`config.mk`:
```
export PLATFORM = sky130hd
export DESIGN_NAME = openila_rle_fifo
export DESIGN_NICKNAME = d
export VERILOG_FILES = /design/src/rtl/openila_rle_fifo.sv
export SDC_FILE = /design/constraint.sdc
export NUM_CORES = 1
export LEC_CHECK = 0
export ABC_AREA = 1
export CORE_ASPECT_RATIO = 2
export CORE_MARGIN = 2
export CORE_UTILIZATION = 60
export DETAILED_ROUTE_END_ITERATION = 8
export GPL_ROUTABILITY_DRIVEN = 0
export GPL_TIMING_DRIVEN = 0
export PLACE_DENSITY = 0.82
export REMOVE_ABC_BUFFERS = 1
export SLEW_MARGIN = 20
export SYNTH_ARGS = -nofsm -noshare
export SYNTH_HDL_FRONTEND = slang
export SYNTH_SLANG_ARGS = --single-unit
```
`constraint.sdc`:
```
create_clock -name clk -period 4.1 [get_ports clk]
set_input_delay 0.41 -clock clk [delete_from_list [all_inputs] [get_ports clk]]
set_output_delay 0.41 -clock clk [all_outputs]
set_load 0.02 [all_outputs]
```
`src/rtl/openila_rle_fifo.sv`:
```
// OpenILA second-generation run-length compressor: samples are encoded into
// literal/run words and buffered in a first-word-fallthrough FIFO with overflow reporting.
module openila_rle_fifo #(
   parameter  int unsigned W_SAMPLE = 8,
   parameter  int unsigned W_COUNT  = 4,
   parameter  int unsigned DEPTH    = 8,
   localparam int unsigned W_MEM    = W_SAMPLE + 1,
   localparam int unsigned LW       = $clog2(DEPTH + 1)
) (
   input  logic                clk,
   input  logic                rst,
   input  logic [W_SAMPLE-1:0] din,
   input  logic                din_valid,
   input  logic                flush,
   output logic [W_MEM-1:0]    dout,
   output logic                dout_valid,
   input  logic                dout_ready,
   output logic [LW-1:0]       level,
   output logic                overflow,
   input  logic                clr_overflow
);

   localparam int unsigned PW = $clog2(DEPTH);

   logic [W_MEM-1:0]    mem [DEPTH];
   logic [PW-1:0]       wptr;
   logic [PW-1:0]       rptr;
   logic [W_SAMPLE-1:0] prev;
   logic [W_COUNT-1:0]  count;
   logic                resync;

   logic [1:0]          n_req;
   logic [1:0]          n_push;
   logic [W_MEM-1:0]    w0;
   logic [W_MEM-1:0]    w1;
   logic [W_COUNT-1:0]  count_nxt;
   logic [W_COUNT-1:0]  cnt_inc;
   logic                resync_nxt;
   logic [LW-1:0]       free;
   logic                drop;
   logic                pop;

   function automatic logic [W_MEM-1:0] lit_word(input logic [W_SAMPLE-1:0] s);
      return {1'b0, s};
   endfunction

   function automatic logic [W_MEM-1:0] run_word(input logic [W_COUNT-1:0] c);
      return {1'b1, W_SAMPLE'(c)};
   endfunction

   // Encoder: decides how many words this cycle wants to push and what they are.
   always_comb begin
      n_req      = 2'd0;
      w0         = '0;
      w1         = '0;
      count_nxt  = count;
      resync_nxt = resync;
      cnt_inc    = count + W_COUNT'(1);
      if (din_valid) begin
         if (resync) begin
            n_req      = 2'd1;
            w0         = lit_word(din);
            count_nxt  = '0;
            resync_nxt = 1'b0;
         end else if (din == prev) begin
            if (cnt_inc == '1) begin
               n_req     = 2'd1;
               w0        = run_word(cnt_inc);
               count_nxt = '0;
            end else begin
               count_nxt = cnt_inc;
            end
         end else if (count == '0) begin
            n_req = 2'd1;
            w0    = lit_word(din);
         end else begin
            n_req     = 2'd2;
            w0        = run_word(count);
            w1        = lit_word(din);
            count_nxt = '0;
         end
      end else if (flush) begin
         if (count != '0) begin
            n_req = 2'd1;
            w0    = run_word(count);
         end
         count_nxt  = '0;
         resync_nxt = 1'b1;
      end
   end

   // Space is judged on the occupancy before this edge; a simultaneous pop does not help.
   always_comb begin
      free   = LW'(DEPTH) - level;
      drop   = LW'(n_req) > free;
      n_push = drop ? 2'd0 : n_req;
      pop    = dout_ready && (level != '0);
   end

   always_ff @(posedge clk) begin
      if (n_push != 2'd0) begin
         mem[wptr] <= w0;
      end
      if (n_push == 2'd2) begin
         mem[wptr + PW'(1)] <= w1;
      end
   end

   always_ff @(posedge clk) begin
      if (rst) begin
         wptr     <= '0;
         rptr     <= '0;
         level    <= '0;
         overflow <= 1'b0;
         prev     <= '0;
         count    <= '0;
         resync   <= 1'b1;
      end else begin
         if (din_valid) begin
            prev <= din;
         end
         count  <= drop ? '0 : count_nxt;
         resync <= drop ? 1'b1 : resync_nxt;
         wptr   <= wptr + PW'(n_push);
         rptr   <= rptr + PW'(pop);
         level  <= level + LW'(n_push) - LW'(pop);
         if (drop) begin
            overflow <= 1'b1;
         end else if (clr_overflow) begin
            overflow <= 1'b0;
         end
      end
   end

   always_comb begin
      dout_valid = (level != '0);
      dout       = dout_valid ? mem[rptr] : '0;
   end

endmodule

```
* Word-level counts from Yosys, hierarchy flattened *
Memories as Yosys holds them, arrays and structs flattened. A register that Yosys moved wholly into a read port is not among the register bits.
Index checks and enable logic that the tools add are counted.

storage, ports and cells
  register bits after elaboration = 24
  bits in writable memories = 72
  output and inout port bits = 15
  memories kept = 1

memories
  memory  words  bits a word  read ports  clocked after Yosys merged registers in  wr ports  RTL line  text
  mem     8      9            1           1                                        2         25        logic [W_MEM-1:0] mem [DEPTH];

cells by class
  add/sub/neg operators = 7
  $lt $le $gt $ge = 1
  eq/ne operators = 4
  muxes and demuxes = 35
  reductions and logical operators = 9

operators by type and width
  cell                 count
  $mux 9               8
  $mux 8               4
  $mux 4               6
  $mux 1               11
  $mux 2               5
  $eq 8x8->1           1
  $reduce_bool 4->1    2
  $reduce_bool 2->1    3
  $add 4x1->4 const B  1
  $add 4x2->4          1
  $eq 4x4->1 const B   1
  $gt 2x4->1           1
  $logic_not 4->1      1
  $ne 4x4->1 const B   1
  $sub 4x1->4          1
  $sub 4x4->4 const A  1
  $add 3x1->3          1
  $add 3x1->3 const B  1
  $add 3x2->3          1
  $mux 3               1
  $eq 2x2->1 const B   1
  $reduce_and 2->1     1
  $reduce_or 2->1      1
  $logic_and 1x1->1    1

* Longest topological paths before layout *
  word-level depth = 11
  gate-level depth with buffers = 24
  mapped depth without buffers = 24

* Worst setup path before layout *
No wires, ideal clock.

  path kind = register -> register
  from = register count[0]
  to = register level[3]
  library setup time = 70 ps
  arrival = 3,156 ps
  data required time = 4,030 ps
  slack = 874 ps
  stages on the path, launching flop included = 23
  clock period less this slack = 3,226 ps
  cells stage by stage = dfxtp_1 -> inv_1 -> ha_1 -> nand2_1 -> nor2_1 -> nor3_1 -> a21oi_1 -> nand2_1 -> inv_1 -> ha_1 -> nand2_1 -> o21ai_0 -> a211oi_1 -> nand2_1 -> nand2_4 -> ha_1 -> inv_1 -> ha_1 -> nand2_1 -> nor2_1 -> a211oi_1 -> o21ai_0 -> a21oi_1

on the way
  cells in the longest elaborated chain, start to end = 10

RTL lines
  item                      RTL line  text
  start: declaration        29        logic [W_COUNT-1:0] count;
  start signal: assignment  122       count <= drop ? '0 : count_nxt;
  $add 4x1->4               58        cnt_inc = count + W_COUNT'(1);
  $eq 4x4->1                66        if (cnt_inc == '1) begin
  $mux 1                    66
  $mux 2                    65        end else if (din == prev) begin
  $mux 2                    60        if (resync) begin
  $mux 2 (*)                59        if (din_valid) begin
  $gt 2x4->1                95        drop = LW'(n_req) > free;
  $mux 2 (*)                96        n_push = drop ? 2'd0 : n_req;
  $add 4x2->4 (*)           126       level <= level + LW'(n_push) - LW'(pop);
  $sub 4x1->4 (*)           126
  end signal: assignment    126
  end: declaration          18        output logic [LW-1:0] level,

Mark *: on every way between the ends. The rest lies on a longest branch, timed or not.
A chain may end at the register's enable or synchronous reset.

==> impl_metrics.ini <==
[outcome]
status = finished clean

[clock_network]
cts_tree = built
htreeDepth = 3
numCtsBuffers = 9
hold_buffers = 0
clk_pin_slew_worst_paths_ps = 60
clkLatencyLatePin_ps = 350
cts-resized-gates = 1
clockRootBuffer = clkbuf_16
clock_sinks = 96
post_cts_buffers = 0
clock_path_buffers = 2

[global_routing]
top_usage_layer = met2
overflow = 0
grt_max_degree = 39
grt_pass1_wl_um = 22790
antenna_found_initial = 0
grt_pass1_vias = 4933
grt_use_met2 = 0.5598
grt_use_met3 = 0.04810
grt_use_total = 0.3003
use_met1 = 0.2900

[floorplan]
die_x_um = 71.06
initial_utilization = 0.6070
rows = 49
core_area_mm2 = 0.008890
die_y_um = 138.1
io_pins = 29
die_area_mm2 = 0.009815

[sta]
hold_viol_final = 0
final.min_clock_period_ps = 3865
fmax_ghz = 0.2587
slew_headroom = 0.2801
setup_violations = 0
whs_ps = 482.6
slew_violations = 0
clock_skew_ps = 6.167
rsz0062_at_grt = no
worst_pin_slew_ps = 1079
fin_tns_setup_ps = 0
min_period_over_period = 0.9427

[setup_path]
crit_chain = clkdlybuf4s50_1 -> nand2_1 -> nand2_1 -> nand2_1 -> nor2_1 -> nand2_2 -> nand2_4 -> nand3_1 -> nand2_1 -> inv_1 -> ha_1 -> nand2_1 -> o21ai_0 -> a211oi_1 -> nand2_1 -> nand2_4 -> nand2_4 -> nand2_1 -> nand2_1
startpoint_type = input pin
crit_path_end_kind = register
startpoint = din[4]
crit_top_cell = nand2_1
endpoint = mem[7][2]
critPathMaxFanout = 24
cp.required_ps = 4120
slowest_stage = clkdlybuf4s50_1
cpPeakStageDelay_ps = 550
r2r-end = mem[7][2]
r2r_setup_slack_ps = 250
r2r_start = count[0]
critPathKind = input pin to register
crit_arrival_ps = 3880
rr_worst_depth = 17

[routing]
drt_wl_total_um = 14220
via_per_inst = 6.187
drtPass1Iterations = 7
detail-route-antenna-nets = 0
vias = 4894
drtIter0Drc = 591
routedWlPerCell_um = 17.97
drc = 0

[logic_synthesis]
synth_enable_flop_cells = 64
ys_seq_area_frac = 0.4748
ys.flop_type = edfxtp_1
synthArstFlopShare = 0
syn_area_mm2 = 0.005396
postSynthCellCount = 664
synth_warnings = 0
ys_types = 34
ys_ff_latch = 96
synth.avg_cell_area_um2 = 8.127

[cells_and_area]
drive_gt1_frac = 0.09869
layout_common_cells = nand2_1 (135), nor2_1 (105), o21ai_0 (77)
area_growth_syn_to_layout_pct = 10.71
final_cells = 791
nNetsFinal = 716
layout_commonest_cell = nand2_1
fill_cells = 686
diodes = 0
seq_area_mm2 = 0.002564
multi_input_comb_area_mm2 = 0.002477

[pwr]
vdd_drop_max_v = 0.0005260
powerDensity_mw_per_mm2 = 594.1
leakagePower_nw = 2.433

[min_path]
hp-class = register to register

[placed_design]
post-place-cells = 775
post-dp-hpwl_um = 10230
port_buffers = 28

[run]
cap_violations = 0
[cells in the mapped netlist, types with 2 or more instances]
master    instances  area [um^2]
a21oi_1          23        115.1
nand4_1           2        12.51
inv_2            15        56.30
nand2_2           4        25.02
nand2_4           7        78.83
a31oi_1           9        56.30
nor2_4            3        33.78
fa_1              2        40.04
inv_1            58        217.7
nor2_2            2        12.51
o22ai_1          30        187.7
buf_1             2        7.510
edfxtp_1         64         1922
nor3_1            2        10.01
o21ai_1           7        35.03
o21ai_2          18        157.7
xnor2_1           4        35.03
ha_1             16        200.2
clkbuf_1         14        52.55
dfxtp_1          32        640.6
nor2_1          105        394.1
o21ai_0          77        385.4
xor2_1            3        26.28
nand2_1         135        506.7
a211oi_1          3        22.52
nand3_1          19        95.09
[area by class of cell]
type	count	area share
multi-input cells	476	0.4147
flip-flops and latches	96	0.4291
repair buffers	28	0.04607
well taps	102	0.02136
clock inverters	5	0.003979
inverters	73	0.04586
clock buffers	11	0.03895
[where the power goes]
group / internal, mW / leakage [nW] / switching [mW]
clock network: 0.406 / 0.130 / 0.360
logic: 0.510 / 1.40 / 0.902
registers: 1.23 / 0.903 / 0.146
total: 2.14 / 2.43 / 1.41
[cell families after synthesis]
family	count (synthesis)	share of synthesized area
xor+xnor	7	0.01136
compound gates	169	0.1806
buf+inv	92	0.06793
fa+ha+maj	18	0.04452
flops	96	0.4748
simple gates	282	0.2207
[flip-flops by register name (all words and copies together) (netlist names)]
| signal | count |
|---|---|
| rptr | 3 |
| prev | 8 |
| overflow | 1 |
| mem | 72 |
| count | 4 |
| level | 4 |
| wptr | 3 |
| resync | 1 |
[per-stage QoR]
| stage | util | power [mW] | setup WS, ps | area (um^2) |
|---|---|---|---|---|
| global route | 0.6721 | 3.735 | 48.23 | 5974 |
| detailed placement | 0.6426 | 2.764 | -601.6 | 5713 |
| global placement | 0.6425 | 2.696 | -426.3 | 5712 |
| finish | 0.6721 | 3.550 | 235.0 | 5974 |
| floorplan | - | 2.253 | 874.4 | 5304 |
| CTS | 0.6714 | 3.516 | 28.50 | 5968 |
[worst max-delay path, delay by kind of cell]
family | cells | cell delay (ps)
buffers and inverters | 2 | 610
adders and majority gates | 1 | 270
AOI/OAI and AO/OA | 2 | 300
and+or+nand+nor | 14 | 2270
[worst min path at each step]
| stage | to | cells past startpoint | startpoint |
|---|---|---|---|
| final | prev[7] | 2 | prev[7] |
| after global routing | prev[6] | 2 | prev[6] |
| after CTS | mem[3][8] | 2 | mem[3][8] |
| after detailed placement | mem[3][8] | 2 | mem[3][8] |
| after global placement | overflow | 2 | overflow |
| after floorplan | mem[1][8] | 2 | mem[1][8] |
[routing by layer]
| metal | part of all wire | vias up | wire length (um) |
|---|---|---|---|
| met5 | 0 | - | 0 |
| met4 | 0.056 | 0 | 799 |
| met3 | 0.057 | 84 | 815 |
| met2 | 0.57 | 267 | 8071 |
| met1 | 0.32 | 2256 | 4529 |
| li1 | - | 2287 | - |
Note: power is estimated with default switching activity, not from simulation.
